File: config.mk
export PLATFORM = sky130hd
export DESIGN_NAME = vram_arbiter
export DESIGN_NICKNAME = d
export VERILOG_FILES = /design/src/rtl/mapache64.sv /design/src/rtl/vram_write_fifo.sv /design/src/rtl/vram_arbiter.sv
export SDC_FILE = /design/constraint.sdc
export NUM_CORES = 1
export LEC_CHECK = 0
export BUFFER_PORTS_ARGS = -buffer_cell sky130_fd_sc_hd__clkbuf_2
export CAP_MARGIN = 20
export CORE_MARGIN = 5
export CORE_UTILIZATION = 60
export DETAILED_ROUTE_END_ITERATION = 10
export PLACE_DENSITY_LB_ADDON = 0.08
export SLEW_MARGIN = 10
export SYNTH_ARGS = -nofsm -noshare
export SYNTH_HDL_FRONTEND = slang
export SYNTH_SLANG_ARGS = --single-unit
File: constraint.sdc
create_clock -name gpu_clk -period 5.4 [get_ports gpu_clk]
set_clock_uncertainty 0.05 [all_clocks]
set_input_delay 1.08 -clock gpu_clk [delete_from_list [all_inputs] [get_ports gpu_clk]]
set_output_delay 1.08 -clock gpu_clk [all_outputs]
set_load 0.01 [all_outputs]
File: src/rtl/mapache64.sv
// Shared mapache64 types, plus the VRAM arbiter's grant encoding and write-entry layout.
package mapache64;

    typedef logic [11:0] vram_address_t;
    typedef logic [7:0]  data_t;

    typedef enum logic [1:0] {
        NONE   = 2'd0,
        RENDER = 2'd1,
        CPU    = 2'd2
    } vram_grant_e;

    typedef struct packed {
        vram_address_t address;
        data_t         data;
    } vram_write_t;

endpackage

File: src/rtl/vram_write_fifo.sv
// Synchronous FIFO of pending CPU VRAM writes with a sticky overflow flag.
module vram_write_fifo
    import mapache64::*;
#(
    parameter int unsigned DEPTH = 4
) (
    input  logic        clk,
    input  logic        rst,
    input  logic        push,
    input  vram_write_t push_data,
    input  logic        pop,
    output vram_write_t head,
    output logic        full,
    output logic        empty,
    output logic        overflow
);

    localparam int unsigned IDX_W = $clog2(DEPTH);
    localparam int unsigned PTR_W = IDX_W + 1;

    logic [PTR_W-1:0] wr_ptr_r;
    logic [PTR_W-1:0] rd_ptr_r;
    vram_write_t      mem_r [DEPTH];
    logic             do_pop_s;
    logic             do_push_s;

    // The extra pointer MSB separates "full" from "empty" when the indices match.
    assign empty     = (wr_ptr_r == rd_ptr_r);
    assign full      = (wr_ptr_r[PTR_W-1] != rd_ptr_r[PTR_W-1]) &&
                       (wr_ptr_r[IDX_W-1:0] == rd_ptr_r[IDX_W-1:0]);
    assign do_pop_s  = pop && !empty;
    assign do_push_s = push && (!full || do_pop_s);
    assign head      = mem_r[rd_ptr_r[IDX_W-1:0]];

    // Pointer and overflow state.
    always_ff @(posedge clk or posedge rst) begin
        if (rst) begin
            wr_ptr_r <= '0;
            rd_ptr_r <= '0;
            overflow <= 1'b0;
        end else begin
            if (do_pop_s) begin
                rd_ptr_r <= rd_ptr_r + PTR_W'(1);
            end
            if (do_push_s) begin
                wr_ptr_r <= wr_ptr_r + PTR_W'(1);
            end
            if (push && !do_push_s) begin
                overflow <= 1'b1;
            end
        end
    end

    // Entry storage.
    always_ff @(posedge clk or posedge rst) begin
        if (rst) begin
            for (int i = 0; i < int'(DEPTH); i++) begin
                mem_r[i] <= '0;
            end
        end else if (do_push_s) begin
            mem_r[wr_ptr_r[IDX_W-1:0]] <= push_data;
        end
    end

endmodule

File: src/rtl/vram_arbiter.sv
// Single-port VRAM arbiter: renderer reads vs. FIFO-buffered CPU writes.
// Optional starvation guard enabled by defining VRAM_ARBITER_STARVATION_GUARD_EN.
module vram_arbiter
    import mapache64::*;
#(
    parameter int unsigned FIFO_DEPTH = 4,
    parameter int unsigned MAX_WAIT   = 15
) (
    input  logic          gpu_clk,
    input  logic          rst,
    input  logic          in_vblank_i,
    input  logic          cpu_write_valid_i,
    input  vram_address_t cpu_address_i,
    input  data_t         cpu_data_i,
    input  logic          render_req_i,
    input  vram_address_t render_address_i,
    output logic          render_gnt_o,
    output logic          render_rvalid_o,
    output data_t         render_rdata_o,
    output logic          vram_en_o,
    output logic          vram_we_o,
    output vram_address_t vram_address_o,
    output data_t         vram_wdata_o,
    input  data_t         vram_rdata_i,
    output logic          fifo_full_o,
    output logic          fifo_empty_o,
    output logic          overflow_o
);

    vram_grant_e   grant_s;
    vram_grant_e   grant_q;
    vram_write_t   push_entry_s;
    vram_write_t   head_s;
    logic          fifo_empty_s;
    logic          force_cpu_s;
    vram_address_t last_addr_r;
    data_t         last_wdata_r;

    assign push_entry_s = '{address: cpu_address_i, data: cpu_data_i};

    vram_write_fifo #(
        .DEPTH (FIFO_DEPTH)
    ) u_fifo (
        .clk       (gpu_clk),
        .rst       (rst),
        .push      (cpu_write_valid_i),
        .push_data (push_entry_s),
        .pop       (grant_s == CPU),
        .head      (head_s),
        .full      (fifo_full_o),
        .empty     (fifo_empty_s),
        .overflow  (overflow_o)
    );

    assign fifo_empty_o = fifo_empty_s;

`ifdef VRAM_ARBITER_STARVATION_GUARD_EN
    localparam int unsigned WAIT_W = $clog2(MAX_WAIT + 1);

    logic [WAIT_W-1:0] wait_cnt_r;

    assign force_cpu_s = !fifo_empty_s && (wait_cnt_r == WAIT_W'(MAX_WAIT));

    // Count consecutive cycles a pending write is denied the port.
    always_ff @(posedge gpu_clk or posedge rst) begin
        if (rst) begin
            wait_cnt_r <= '0;
        end else if (fifo_empty_s || (grant_s == CPU)) begin
            wait_cnt_r <= '0;
        end else begin
            wait_cnt_r <= wait_cnt_r + WAIT_W'(1);
        end
    end
`else
    // MAX_WAIT only matters with the guard present.
    logic unused_max_wait_s;
    assign unused_max_wait_s = ^(32'(MAX_WAIT));
    assign force_cpu_s       = 1'b0;
`endif

    // Grant decision: vblank favours the CPU, active display favours the renderer.
    always_comb begin
        grant_s = NONE;
        if (force_cpu_s) begin
            grant_s = CPU;
        end else if (in_vblank_i) begin
            if (!fifo_empty_s) begin
                grant_s = CPU;
            end else if (render_req_i) begin
                grant_s = RENDER;
            end else begin
                grant_s = NONE;
            end
        end else begin
            if (render_req_i) begin
                grant_s = RENDER;
            end else if (!fifo_empty_s) begin
                grant_s = CPU;
            end else begin
                grant_s = NONE;
            end
        end
    end

    // Port drive; address and data hold their last values on idle cycles.
    always_comb begin
        vram_address_o = last_addr_r;
        vram_wdata_o   = last_wdata_r;
        case (grant_s)
            CPU: begin
                vram_address_o = head_s.address;
                vram_wdata_o   = head_s.data;
            end
            RENDER: begin
                vram_address_o = render_address_i;
                vram_wdata_o   = last_wdata_r;
            end
            default: begin
                vram_address_o = last_addr_r;
                vram_wdata_o   = last_wdata_r;
            end
        endcase
    end

    assign vram_en_o       = (grant_s != NONE);
    assign vram_we_o       = (grant_s == CPU);
    assign render_gnt_o    = (grant_s == RENDER);
    assign render_rvalid_o = (grant_q == RENDER);
    assign render_rdata_o  = vram_rdata_i;

    // Remember the grant for read-data valid and the last driven address/data.
    always_ff @(posedge gpu_clk or posedge rst) begin
        if (rst) begin
            grant_q      <= NONE;
            last_addr_r  <= '0;
            last_wdata_r <= '0;
        end else begin
            grant_q <= grant_s;
            if (grant_s != NONE) begin
                last_addr_r <= vram_address_o;
            end
            if (grant_s == CPU) begin
                last_wdata_r <= vram_wdata_o;
            end
        end
    end

endmodule

==> reports/summary.txt, run 1 <==
Crit Path Class: reg -> out
# fillers: 656
Final Hold Vio Count: 0
CTS buffer count: 9
Layout area overhead: 9.64%
Resize count post-CTS: 0
Die width: 105 um
Final min period: 4640 ps
Worst vdd ir: 0.000410 V
Placer congestion estimate: 0.727
DR WL/cell: 18.7 um
Worst-Skew Late Latency: 370 ps
Cell area after synthesis: 5400 um^2
Delay-heaviest family, CP: compound AO/OA/AOI/OAI gates
Synth cell count leaders: dfrtp_1, mux2_2, a31oi_1, nor2_1, mux2_4
Max-cap violations: 0
Crit share post-route: 85.9%
Post-synth EDFFs: 0
Antenna Violating Nets Remaining: 0
Die Ht: 105 um
Synth async-reset ratio: 100%
Worst Setup End Kind: primary output
Final Non-Filler Cells: 555
Critical path arrival: 3510 ps
Routed vias: 3254
Placed insts: 539
CTS sink count: 109
Post-Route WL: 10.4 mm
Synth area leaders: dfrtp_1, mux2_2, mux2_4
GR peak layer: met2
Ant diodes: 0
Port bufs: 63
Cell variety after synth: 32
Drt first pass iters: 4
Longest Clk Path Bufs: 2
Synth top area share: 50.5%
Post-CTS setup buffers: 0
CP max FO: 18
Number of global-route vias before repair: 3420
Crit path cell chain: xor2_4, nor3_1, o21ai_0, ha_1, buf_4, and2_1, a22oi_1, a31oi_1, clkbuf_2
CTS tree: done
RSZ-0062 raised after global routing: false
Pin count of the biggest net entering global routing: 77
Post-CTS Hold Fix Bufs: 0
Global route overflow: 0
Initial antenna violation count: 0
Buf/Inv on CP: 2
Slew headroom: 37.9%
CP peak stage delay: 550 ps
Die ar.: 11000 um^2
Initial drt markers: 124
Post-route setup TNS: 0 ps
Vias per cell: 5.86
Yosys warning total: 0
Slew @ Worst Pin: 932 ps
Standard-cell row count: 34
Drt drc: 0
CORE AREA: 8760 um^2
Slowest cell on crit path: dfrtp_1
Final Setup Violations: 0
Nets: 496
Root Buffer: clkbuf_8
Initial core utilization: 61.6%
Tot GR Track Use: 19.8%
GR Layer Usage met3: 4.32%
First-pass GRT wire length: 17.4 mm
Worst hold-check path type: reg -> reg
IO Pins: 80
Mean Syn Cell Area: 13.9 um^2
Worst EP required: 4270 ps
Syn_nets: 443
Ys flop type: dfrtp_1
Fmax: 0.215 GHz
Clock transition at the registers of the reported paths: 100 ps
Sequential-to-total area share from yosys stat: 50.5%
Syn Inst Count: 389
GRT met2 Usage: 31.9%
Pwr per Cell Area: 698 nW/um^2
Max Slew Vio Count: 0
Proportion of layout cells with a drive suffix above 1: 51.5%
Leakage: 0.00266 uW
Status: finished clean
H-tree Lvls: 3
FF+latch count, synth: 109
Cell taking the most area after synthesis: dfrtp_1
M1 GR Usage: 27.6%
Top-count cell post-synth: dfrtp_1
Nature of the critical path startpoint: flip-flop
DP Wirelength: 7.06 mm
-- where the power goes --
part           switching [uW]  total, uW  internal, uW
Clock                     276        445           170
Sequential                228       1470          1240
Combinational            1080       2220          1140
Total                    1580       4130          2550
-- path summary, 6_finish.rpt --
path	slack, ps	from	endpoint	cells past startpoint
setup / recovery	760	u_fifo.wr_ptr_r[0]	vram_address_o[10]	9
hold / removal	440	u_fifo.overflow	u_fifo.overflow	1
setup reg to reg	1590	u_fifo.wr_ptr_r[0]	u_fifo.mem_r[70]	7
hold reg to reg	440	u_fifo.overflow	u_fifo.overflow	1
max in group asynchronous	3440	rst	u_fifo.rd_ptr_r[0]	3
min in group asynchronous	860	rst	u_fifo.mem_r[12]	2
-- kinds of logic (layout without fill, tap and decap cells) --
| group | Yosys count | after routing | synth area share, % |
|---|---|---|---|
| simple gates | 46 | 46 | 3.61 |
| mux | 130 | 130 | 30.0 |
| fa+ha+maj | 9 | 9 | 2.08 |
| flops | 109 | 109 | 50.5 |
| xor+xnor | 8 | 8 | 2.13 |
| buf+inv | 39 | 97 | 4.70 |
| compound gates | 48 | 48 | 6.95 |
-- metal layers --
layer	up-vias	part of all wire, %
li1	1503	-
met5	-	0
met3	6	3.4
met2	63	50
met1	1682	46
met4	0	0.68
-- sequential cells by signal, summed over array words and instances, names as in the netlist --
| signal | flops |
|---|---|
| u_fifo.rd_ptr_r | 3 |
| last_addr_r | 12 |
| u_fifo.overflow | 1 |
| grant_q | 2 |
| u_fifo.mem_r | 80 |
| u_fifo.wr_ptr_r | 3 |
| last_wdata_r | 8 |
-- final cells by class --
cell class / instances / area (um^2) / area share (%)
Sequential cell: 109 / 2730 / 46.1
Multi-Input combinational cell: 241 / 2450 / 41.4
Timing Repair Buffer: 75 / 405 / 6.85
Tap cell: 108 / 135 / 2.28
Clock buffer: 9 / 124 / 2.09
Clock inverter: 7 / 51.3 / 0.866
Inverter: 6 / 25.0 / 0.423
-- metrics by stage --
stage	utilization, %	area [um^2]	hold WS, ps	power (uW)	worst slack (ps)
after floorplan	-	5400	424	3150	1400
final	67.6	5920	438	4130	760
after CTS	67.6	5920	448	4180	740
after detailed placement	65.6	5750	425	3730	1080
after global routing	67.6	5920	456	4440	510
after global placement	65.6	5750	421	3650	1130
-- cell usage in the layout (no fill, tap or decap), types with 5 or more instances in the layout --
master      n
nor2_1     24
clkbuf_8    9
dfrtp_1   109
clkbuf_2   63
a31oi_1    24
mux2_2    104
and2_1      5
mux2_4     18
ha_1        9
nand2_1    12
a22oi_1    12
mux4_2      8
inv_1       5
buf_4      12
-- worst reg2reg max path: cells and delay by family, from the launching register on --
family          cells  cell delay, ps
compound gates      2            1140
flops               1             510
simple gates        1             500
fa+ha+maj           1             460
buf+inv             1             390
mux                 1             370
xor+xnor            1             280
(Power assumes the default switching activity.)
==> inputs of run 2 (changes only) <==
--- a/config.mk
+++ b/config.mk
@@ -11,6 +11,7 @@
 export CORE_UTILIZATION = 60
 export DETAILED_ROUTE_END_ITERATION = 10
 export PLACE_DENSITY_LB_ADDON = 0.08
+export REMOVE_ABC_BUFFERS = 1
 export SLEW_MARGIN = 10
 export SYNTH_ARGS = -nofsm -noshare
 export SYNTH_HDL_FRONTEND = slang
==> reports/summary.txt, run 2 (synthesis gave the netlist of run 1 again) <==
Status: finished clean (unchanged)
Placed insts: 535 (was 539)
Worst EP required: 4270 ps (about the same)
Layout area overhead: 9.71% (was 9.64%)
Die Ht: 105 um (unchanged)
Tot GR Track Use: 20.4% (was 19.8%)
Max Slew Vio Count: 0 (unchanged)
CTS buffer count: 9 (unchanged)
Worst R2R Start: u_fifo.rd_ptr_r[0] (was u_fifo.wr_ptr_r[0])
Slowest cell on crit path: dfrtp_1 (unchanged)
Crit share post-route: 93.1% (was 85.9%)
Longest Clk Path Bufs: 2 (unchanged)
Worst setup endpoint: vram_address_o[11] (was vram_address_o[10])
Worst R2R End: u_fifo.mem_r[28] (was u_fifo.mem_r[70])
Initial drt markers: 182 (was 124)
FF+latch area: 2730 um^2 (unchanged)
Initial core utilization: 61.6% (unchanged)
# fillers: 658 (was 656)
Nets: 492 (was 496)
H-tree Lvls: 3 (unchanged)
Place WS: 754 ps (was 1080 ps)
Antenna Violating Nets Remaining: 0 (unchanged)
Worst hold path depth: 1 (unchanged)
First-pass GRT wire length: 18.0 mm (was 17.4 mm)
CORE AREA: 8760 um^2 (unchanged)
Post-route setup TNS: 0 ps (unchanged)
Critical path arrival: 3900 ps (was 3510 ps)
Standard-cell row count: 34 (unchanged)
DP Wirelength: 7.20 mm (was 7.06 mm)
RSZ-0062 raised after global routing: false (unchanged)
Final instance area: 5930 um^2 (was 5920 um^2)
Crit Path Class: reg -> out (unchanged)
Buf/Inv on CP: 2 (unchanged)
Post-Route WL: 10.6 mm (was 10.4 mm)
IO Pins: 80 (unchanged)
Drt first pass iters: 4 (unchanged)
Placer congestion estimate: 0.708 (was 0.727)
CP max FO: 18 (unchanged)
Delay-heaviest family, CP: flip-flops (was compound AO/OA/AOI/OAI gates)
Multi-input gate area: 2460 um^2 (was 2450 um^2)
Resize count post-CTS: 0 (unchanged)
Commonest non-fill, non-tap cells in the layout: dfrtp_1, mux2_2, clkbuf_2 (unchanged)
Nature of the critical path startpoint: flip-flop (unchanged)
Root Buffer: clkbuf_8 (unchanged)
CTS sink count: 109 (unchanged)
Final Setup Violations: 0 (unchanged)
Worst Setup End Kind: primary output (unchanged)
CTS tree: done (unchanged)
Slew @ Worst Pin: 978 ps (was 932 ps)
Port bufs: 63 (unchanged)
Post-CTS setup buffers: 0 (unchanged)
Max-cap violations: 0 (unchanged)
Pin count of the biggest net entering global routing: 66 (was 77)
Final Hold Vio Count: 0 (unchanged)
Die ar.: 11000 um^2 (unchanged)
Vias per cell: 5.95 (was 5.86)
Ant diodes: 0 (unchanged)
Crit path cell chain: xor2_4, nor3_1, o21ai_0, ha_1, buf_4, and2_1, a22oi_1, a31oi_1, clkbuf_2 (unchanged)
Most flop-heavy register: u_fifo.mem_r (unchanged)
DR WL/cell: 19.3 um (was 18.7 um)
Final min period: 5030 ps (was 4640 ps)
R2r worst-path depth: 7 (unchanged)
Routed vias: 3281 (was 3254)
Worst-Skew Late Latency: 370 ps (about the same)
Stages on worst setup path: 9 (unchanged)
Most common cell after layout, fill and taps aside: dfrtp_1 (unchanged)
Leakage: 0.00266 uW (about the same)
Worst Setup SP: u_fifo.rd_ptr_r[0] (was u_fifo.wr_ptr_r[0])
Die width: 105 um (unchanged)
Worst reg2reg setup slack: 1070 ps (was 1590 ps)
Largest register FFs: 80 (unchanged)
Final Util: 67.6% (about the same)
Placed cell areas: 5720 um^2 (was 5750 um^2)
Worst vdd ir: 0.000361 V (was 0.000410 V)
Pwr per Cell Area: 707 nW/um^2 (was 698 nW/um^2)
Clock transition at the registers of the reported paths: 100 ps (about the same)
Slew headroom: 34.5% (was 37.9%)
Proportion of layout cells with a drive suffix above 1: 51.2% (was 51.5%)
Post-CTS Hold Fix Bufs: 0 (unchanged)
Final Non-Filler Cells: 551 (was 555)
Worst hold-check path type: reg -> reg (unchanged)
Setup ws final: 371 ps (was 760 ps)
Drt drc: 0 (unchanged)
Number of global-route vias before repair: 3515 (was 3420)
Fmax: 0.199 GHz (was 0.215 GHz)
CP peak stage delay: 900 ps (was 550 ps)
Regs by FF count: u_fifo.mem_r x80, last_addr_r x12, last_wdata_r x8 (unchanged)
Global route overflow: 0 (unchanged)
Initial antenna violation count: 0 (unchanged)
## run 2: worst min-delay path by stage
stage | start | end | slack [ps]
2_1_floorplan | u_fifo.mem_r[10] | u_fifo.mem_r[10] | 420
3_3_place_gp | u_fifo.overflow | u_fifo.overflow | 400
3_5_place_dp | u_fifo.overflow | u_fifo.overflow | 410
4_1_cts | u_fifo.overflow | u_fifo.overflow | 430
5_1_grt | u_fifo.overflow | u_fifo.overflow | 470
6_report | u_fifo.overflow | u_fifo.overflow | 430
## run 2: routing by layer
| metal | routed length [um] | global-route usage, % | up-vias |
|---|---|---|---|
| met2 | 5310 | 33.3 | 72 |
| li1 | - | - | 1500 |
| met1 | 4840 | 27.1 | 1701 |
| met4 | 113 | 5.30 | 0 |
| met3 | 371 | 5.67 | 8 |
| met5 | 0 | 0 | - |
## run 2: through the flow
stage | total power, uW | hold slack (ps)
after global placement | 3630 | 400
after detailed placement | 3720 | 411
after global routing | 4500 | 466
after floorplan | 3060 | 424
after CTS | 4230 | 435
final | 4190 | 433
## run 2: cell type report
class	count	share of cell area, %
timing repair buffer	71	6.33
multi-input combinational	241	41.4
clock inverter	6	1.16
tap	108	2.28
sequential	109	46.0
inverter	6	0.422
clock buffer	10	2.32
## run 2: report_power, final
group	total [uW]	internal (uW)	switching [uW]	leakage, uW
clock	509	231	278	0.000103
combinational	2180	1120	1060	0.00126
sequential	1500	1240	255	0.00129
